`src/rtl/scan_frame_capture.sv`:
```
// scan_frame_capture
//
// Captures a 10x10 LED matrix frame by watching the scan lines of an
// external display driver. Row strobes and column data arrive
// asynchronously, are synchronized, and a combined scan word is accepted
// only after it has been stable for STABLE_CYCLES clocks. Accepted rows
// are written into a capture buffer in strict 0..9 order; writing row 9
// commits the whole frame to a read buffer in a single edge.
//
// Ports
//   clk            system clock, all state changes on the rising edge
//   rst_n          asynchronous active-low reset
//   row_sel_i      row strobes, active-high, expected one-hot (async)
//   col_n_i        column data, active-low, low = LED lit (async)
//   rd_row_i       committed-frame row to read
//   rd_data_o      committed row contents, registered (1-cycle latency)
//   frame_valid_o  one-cycle pulse when a frame is committed
//   frame_count_o  committed frame counter, wraps
//   err_pulse_o    one-cycle pulse on a scan protocol error
//   err_count_o    protocol error counter, saturates at 255
//   dbg_state_o    FSM state for debug: 0 = HUNT, 1 = CAPTURE
//
// Handshake: there is no valid/ready flow control; the scan lines are
// free-running and the read port is a plain registered lookup.

module scan_frame_capture #(
    parameter int unsigned STABLE_CYCLES = 4
) (
    input  logic       clk,
    input  logic       rst_n,
    input  logic [9:0] row_sel_i,
    input  logic [9:0] col_n_i,
    input  logic [3:0] rd_row_i,
    output logic [9:0] rd_data_o,
    output logic       frame_valid_o,
    output logic [15:0] frame_count_o,
    output logic       err_pulse_o,
    output logic [7:0] err_count_o,
    output logic       dbg_state_o
);

    typedef enum logic {
        ST_HUNT    = 1'b0,
        ST_CAPTURE = 1'b1
    } state_t;

    localparam logic [7:0] STAB_MAX  = 8'(STABLE_CYCLES);
    localparam logic [7:0] STAB_LAST = 8'(STABLE_CYCLES - 1);

    // Synchronizers
    logic [9:0]  row_s1_q, row_s2_q;
    logic [9:0]  col_s1_q, col_s2_q;

    // Stability filter
    logic [19:0] word_prev_q;
    logic [7:0]  stab_cnt_q, stab_cnt_d;
    logic        word_same;
    logic        accept;

    // FSM and frame tracking
    state_t      state_q, state_d;
    logic [3:0]  last_row_q, last_row_d;
    logic [3:0]  expect_q, expect_d;

    // Buffers and outputs
    logic [9:0]  cap_q [0:9];
    logic [9:0]  com_q [0:9];
    logic [9:0]  rd_data_q, rd_data_d;
    logic        frame_valid_q;
    logic [15:0] frame_count_q;
    logic        err_pulse_q;
    logic [7:0]  err_count_q;

    // Decoded scan word
    logic        row_blank;
    logic        row_multi;
    logic [3:0]  row_idx;
    logic [9:0]  lit;

    // Per-edge actions decided by the FSM
    logic        wr_en;
    logic [3:0]  wr_slot;
    logic        commit;
    logic        err;

    // ------------------------------------------------------------------
    // Two-flop synchronizers
    // ------------------------------------------------------------------
    always_ff @(posedge clk or negedge rst_n) begin
        if (!rst_n) begin
            row_s1_q <= '0;
            row_s2_q <= '0;
            col_s1_q <= '0;
            col_s2_q <= '0;
        end else begin
            row_s1_q <= row_sel_i;
            row_s2_q <= row_s1_q;
            col_s1_q <= col_n_i;
            col_s2_q <= col_s1_q;
        end
    end

    // ------------------------------------------------------------------
    // Stability filter: the counter holds the number of edges the word
    // has matched its predecessor. Acceptance is the single edge where it
    // would reach STABLE_CYCLES; it then parks there so a long-held word
    // is accepted only once.
    // ------------------------------------------------------------------
    assign word_same = ({row_s2_q, col_s2_q} == word_prev_q);
    assign accept    = word_same && (stab_cnt_q == STAB_LAST);

    always_comb begin
        stab_cnt_d = stab_cnt_q;
        if (!word_same) begin
            stab_cnt_d = '0;
        end else if (stab_cnt_q != STAB_MAX) begin
            stab_cnt_d = stab_cnt_q + 8'd1;
        end
    end

    always_ff @(posedge clk or negedge rst_n) begin
        if (!rst_n) begin
            word_prev_q <= '0;
            stab_cnt_q  <= '0;
        end else begin
            word_prev_q <= {row_s2_q, col_s2_q};
            stab_cnt_q  <= stab_cnt_d;
        end
    end

    // ------------------------------------------------------------------
    // Scan word decode
    // ------------------------------------------------------------------
    assign row_blank = (row_s2_q == '0);
    // Clearing the lowest set bit leaves something only if 2+ bits are set.
    assign row_multi = |(row_s2_q & (row_s2_q - 10'd1));
    assign lit       = ~col_s2_q;

    always_comb begin
        row_idx = '0;
        for (int i = 0; i < 10; i++) begin
            if (row_s2_q[i]) row_idx = 4'(i);
        end
    end

    // ------------------------------------------------------------------
    // FSM next state and per-edge actions
    // ------------------------------------------------------------------
    always_comb begin
        state_d    = state_q;
        last_row_d = last_row_q;
        expect_d   = expect_q;
        wr_en      = 1'b0;
        wr_slot    = expect_q;
        commit     = 1'b0;
        err        = 1'b0;

        if (accept && !row_blank) begin
            if (row_multi) begin
                err     = 1'b1;
                state_d = ST_HUNT;
            end else begin
                unique case (state_q)
                    ST_HUNT: begin
                        if (row_idx == 4'd0) begin
                            wr_en      = 1'b1;
                            wr_slot    = 4'd0;
                            last_row_d = 4'd0;
                            expect_d   = 4'd1;
                            state_d    = ST_CAPTURE;
                        end
                    end
                    ST_CAPTURE: begin
                        if (row_idx == last_row_q) begin
                            // Same row re-accepted (e.g. after a glitch): ignore.
                        end else if (row_idx == expect_q) begin
                            wr_en      = 1'b1;
                            wr_slot    = expect_q;
                            last_row_d = expect_q;
                            if (expect_q == 4'd9) begin
                                expect_d = 4'd0;
                                commit   = 1'b1;
                            end else begin
                                expect_d = expect_q + 4'd1;
                            end
                        end else begin
                            err     = 1'b1;
                            state_d = ST_HUNT;
                        end
                    end
                    default: state_d = ST_HUNT;
                endcase
            end
        end
    end

    always_ff @(posedge clk or negedge rst_n) begin
        if (!rst_n) begin
            state_q    <= ST_HUNT;
            last_row_q <= '0;
            expect_q   <= '0;
        end else begin
            state_q    <= state_d;
            last_row_q <= last_row_d;
            expect_q   <= expect_d;
        end
    end

    // ------------------------------------------------------------------
    // Capture and committed buffers. The commit takes slot 9 straight
    // from the incoming word since cap_q[9] is only updated on this edge.
    // ------------------------------------------------------------------
    always_ff @(posedge clk or negedge rst_n) begin
        if (!rst_n) begin
            for (int i = 0; i < 10; i++) begin
                cap_q[i] <= '0;
                com_q[i] <= '0;
            end
        end else begin
            for (int i = 0; i < 10; i++) begin
                if (wr_en && (wr_slot == 4'(i))) cap_q[i] <= lit;
            end
            if (commit) begin
                for (int i = 0; i < 9; i++) com_q[i] <= cap_q[i];
                com_q[9] <= lit;
            end
        end
    end

    // ------------------------------------------------------------------
    // Read port: reads old com_q on a commit edge; rows 10..15 read 0.
    // ------------------------------------------------------------------
    always_comb begin
        rd_data_d = '0;
        for (int i = 0; i < 10; i++) begin
            if (rd_row_i == 4'(i)) rd_data_d = com_q[i];
        end
    end

    always_ff @(posedge clk or negedge rst_n) begin
        if (!rst_n) begin
            rd_data_q     <= '0;
            frame_valid_q <= 1'b0;
            frame_count_q <= '0;
            err_pulse_q   <= 1'b0;
            err_count_q   <= '0;
        end else begin
            rd_data_q     <= rd_data_d;
            frame_valid_q <= commit;
            err_pulse_q   <= err;
            if (commit) frame_count_q <= frame_count_q + 16'd1;
            if (err && (err_count_q != 8'hFF)) err_count_q <= err_count_q + 8'd1;
        end
    end

    assign rd_data_o     = rd_data_q;
    assign frame_valid_o = frame_valid_q;
    assign frame_count_o = frame_count_q;
    assign err_pulse_o   = err_pulse_q;
    assign err_count_o   = err_count_q;
    assign dbg_state_o   = (state_q == ST_CAPTURE);

endmodule

```
`config.mk`:
```
export PLATFORM = sky130hd
export DESIGN_NAME = scan_frame_capture
export DESIGN_NICKNAME = d
export VERILOG_FILES = /design/src/rtl/scan_frame_capture.sv
export SDC_FILE = /design/constraint.sdc
export NUM_CORES = 1
export LEC_CHECK = 0
export CORE_MARGIN = 10
export CORE_UTILIZATION = 40
export DETAILED_ROUTE_END_ITERATION = 12
export PLACE_DENSITY_LB_ADDON = 0.2
export RECOVER_POWER = 50
export SLEW_MARGIN = 20
export SYNTH_ARGS = -nofsm -noshare
export SYNTH_HDL_FRONTEND = slang
export SYNTH_SLANG_ARGS = --single-unit
```
`constraint.sdc`:
```
create_clock -name clk -period 4.3 [get_ports clk]
set_input_delay 0.43 -clock clk [delete_from_list [all_inputs] [get_ports clk]]
set_output_delay 0.43 -clock clk [all_outputs]
set_load 0.05 [all_outputs]
```
==> out/metrics.csv <==
metric,value,unit
outcome,"complete, but fails checks",
failed_checks,"capacitance limit, slew limit",
cap_violations,1,
synth_area,0.0121,mm²
layout_commonest_cell,nand2_1,
grt_max_degree,93,
hold_violations,0,
clk_pin_slew,60,ps
ys_ff_latch,303,
max_freq,0.277,GHz
utilization,48.0,%
ant_nets,0,
drt_pass1_iterations,4,
seq_area,0.00758,mm²
cp-end-kind,flop,
fin_cells,1641,
hp-class,reg -> reg,
cts_setup_buffers,0,
cts_sinks,303,
skew,19.5,ps
overflow,0,
grt_pass1_wl,46200,µm
final.period_utilization,83.9,%
report.final.slew_viol_count,84,
finalNetCount,1258,
p_int,4.82,mW
dieArea,0.0375,mm²
crit_fanout,60,
async_flop_share,100,%
synth.avg_cell_area,10.3,µm²
seq_power_share,47.5,%
synth_fp_nets,1199,
rsz0062_at_grt,false,
fp-row-count,63,
crit_arrival,4050,ps
root_buffer,clkbuf_16,
place_area,0.0131,mm²
diodes,0,
p_per_area,428,mW/mm²
finalCriticalPeriod,3610,ps
synth-edff-count,0,
finalPower,6.12,mW
place_hpwl,17400,µm
grt_use_total,14.9,%
vias,8194,
finish.instance_area,0.0143,mm²
drc,0,
synth_ff_type,dfrtp_1,
setup_viol,0,
ios,63,
synth_cell_types,60,
start_kind,flop,
die_height,194,µm
first_iter_violations,617,
slew_headroom,-39.2,%
switching_share,21.2,%
crit_required,4750,ps
pwr-share-clk,49.4,%
synthCells,1167,
portBuffers,62,
ys_warn_count,0,
clk_path_buf_depth,3,
seq_area_frac_synth,62.8,%
cts_tree,done,
die_w,194,µm
htreeDepth,2,
p_switching,1.30,mW
insertion_delay,510,ps
routed_wl,27900,µm
grt_pass1_vias,8311,
fill_cells,2747,
start_util,40.6,%
worstMarginPinSlew,2090,ps
core,0.0297,mm²
dp_cells,1579,
multi_input_area,0.00412,mm²
numCtsBuffers,34,
area_delta_synth_final,18.3,%
layout_common_cells,"364 x nand2_1, 303 x dfrtp_1, 124 x o21ai_0",
p_comb_share,3.0,%
ir_drop,243,µV
avgViaCountPerCell,4.99,
setup_tns,0,ps
antenna_found_initial,0,
worstSetupPathType,reg -> reg,
layout-drive-gt1-share,8.07,%
leakage,6.77,nW
routedWlPerCell,17.0,µm
place.gp.congestion,0.802,
[Yosys cell counts (3+ instances only)]
| master | n | area share (%) |
|---|---|---|
| clkbuf_1 | 43 | 1.3 |
| nor3_1 | 9 | 0.37 |
| inv_1 | 19 | 0.59 |
| a21oi_1 | 6 | 0.25 |
| xor2_1 | 32 | 2.3 |
| mux2i_1 | 31 | 2.6 |
| or2_2 | 4 | 0.21 |
| ha_1 | 6 | 0.62 |
| o22ai_1 | 5 | 0.26 |
| mux2_2 | 6 | 0.56 |
| o221ai_1 | 8 | 0.58 |
| xnor2_1 | 20 | 1.5 |
| nand2_1 | 364 | 11 |
| a211oi_1 | 8 | 0.50 |
| nand4_1 | 16 | 0.83 |
| a31o_2 | 3 | 0.22 |
| dfrtp_1 | 303 | 63 |
| buf_1 | 3 | 0.093 |
| o21ai_0 | 124 | 5.1 |
| and3_1 | 8 | 0.41 |
| nor2_1 | 36 | 1.1 |
| buf_2 | 19 | 0.79 |
| nor2b_1 | 7 | 0.36 |
| nor4_1 | 6 | 0.31 |
| or3_1 | 3 | 0.16 |
| and2_1 | 3 | 0.16 |
| a22oi_1 | 14 | 0.87 |
| nand3_1 | 23 | 0.95 |
| and4_1 | 3 | 0.22 |
[timing repair]
action,4_1_cts,5_1_grt
hold buffers,1,0
gates resized for setup,0,0
endpoints found under the hold margin,79,0
[state kept, by name, indices dropped and copies added (netlist names), 4 cells and up]
| register | flops |
|---|---|
| err_count_o | 8 |
| frame_count_o | 16 |
| expect_q | 4 |
| col_s1_q | 10 |
| col_s2_q | 10 |
| stab_cnt_q | 8 |
| row_s2_q | 10 |
| last_row_q | 4 |
| word_prev_q | 20 |
| cap_q | 90 |
| row_s1_q | 10 |
| com_q | 100 |
| rd_data_o | 10 |
[worst max-delay path, stage by stage, from the launching register on]
cell and delay [ps]:
dfrtp_1 320, clkbuf_1 560, xor2_1 130, nor4_1 370, nand3_1 170, nor4_1 380
and4_1 340, nand2_4 260, inv_4 400, buf_12 320, nand2_1 120, nand2_1 80
[per-layer routing]
layer	GRT usage, %	vias to the layer above	routed length, µm
li1	-	4002	-
met1	20.9	4012	13500
met2	22.9	139	12600
met3	3.13	41	1230
met4	3.92	0	540
met5	0	-	0
[power by group through the flow]
stage	combinational (mW)	sequential, mW	clock, mW
5_1_grt	0.207	2.91	3.23
2_1_floorplan	0.0630	2.96	0
3_3_place_gp	0.199	2.96	0
6_report	0.185	2.91	3.02
3_5_place_dp	0.200	2.96	0
4_1_cts	0.202	2.91	3.11
[layout make-up]
| type | count | area share (%) |
|---|---|---|
| repair buffers | 91 | 5.73 |
| clock inverters | 9 | 0.894 |
| clock buffers | 52 | 7.44 |
| inverters | 20 | 0.543 |
| flip-flops and latches | 303 | 53.1 |
| multi-input cells | 776 | 28.9 |
| well taps | 390 | 3.42 |
[cells by family (layout without fill, tap and decap cells)]
| group | Yosys count | after routing | synth area share, % |
|---|---|---|---|
| muxes | 37 | 37 | 3.13 |
| AOI/OAI and AO/OA | 185 | 185 | 9.11 |
| and+or+nand+nor | 494 | 494 | 17.3 |
| adders and majority gates | 8 | 8 | 0.788 |
| buffers and inverters | 88 | 172 | 3.08 |
| DFF | 303 | 303 | 62.8 |
| xor gates and xnor gates | 52 | 52 | 3.77 |
[per-stage QoR]
step	setup slack, ps	hold slack (ps)
after detailed placement	752	335
after floorplan	1580	134
after global routing	328	345
after global placement	817	332
final	692	342
after CTS	722	338
[path summary, 6_finish.rpt]
check	from	endpoint	slack, ps	cells after the start
min reg2reg	col_s1_q[7]	col_s2_q[7]	340	0
max reg2reg	col_s2_q[8]	com_q[59]	690	11
max	col_s2_q[8]	com_q[59]	690	11
min	col_s1_q[7]	col_s2_q[7]	340	0
min in group asynchronous	rst_n	com_q[10]	1060	2
max in group asynchronous	rst_n	cap_q[61]	1000	3
(Power assumes the default switching activity.)
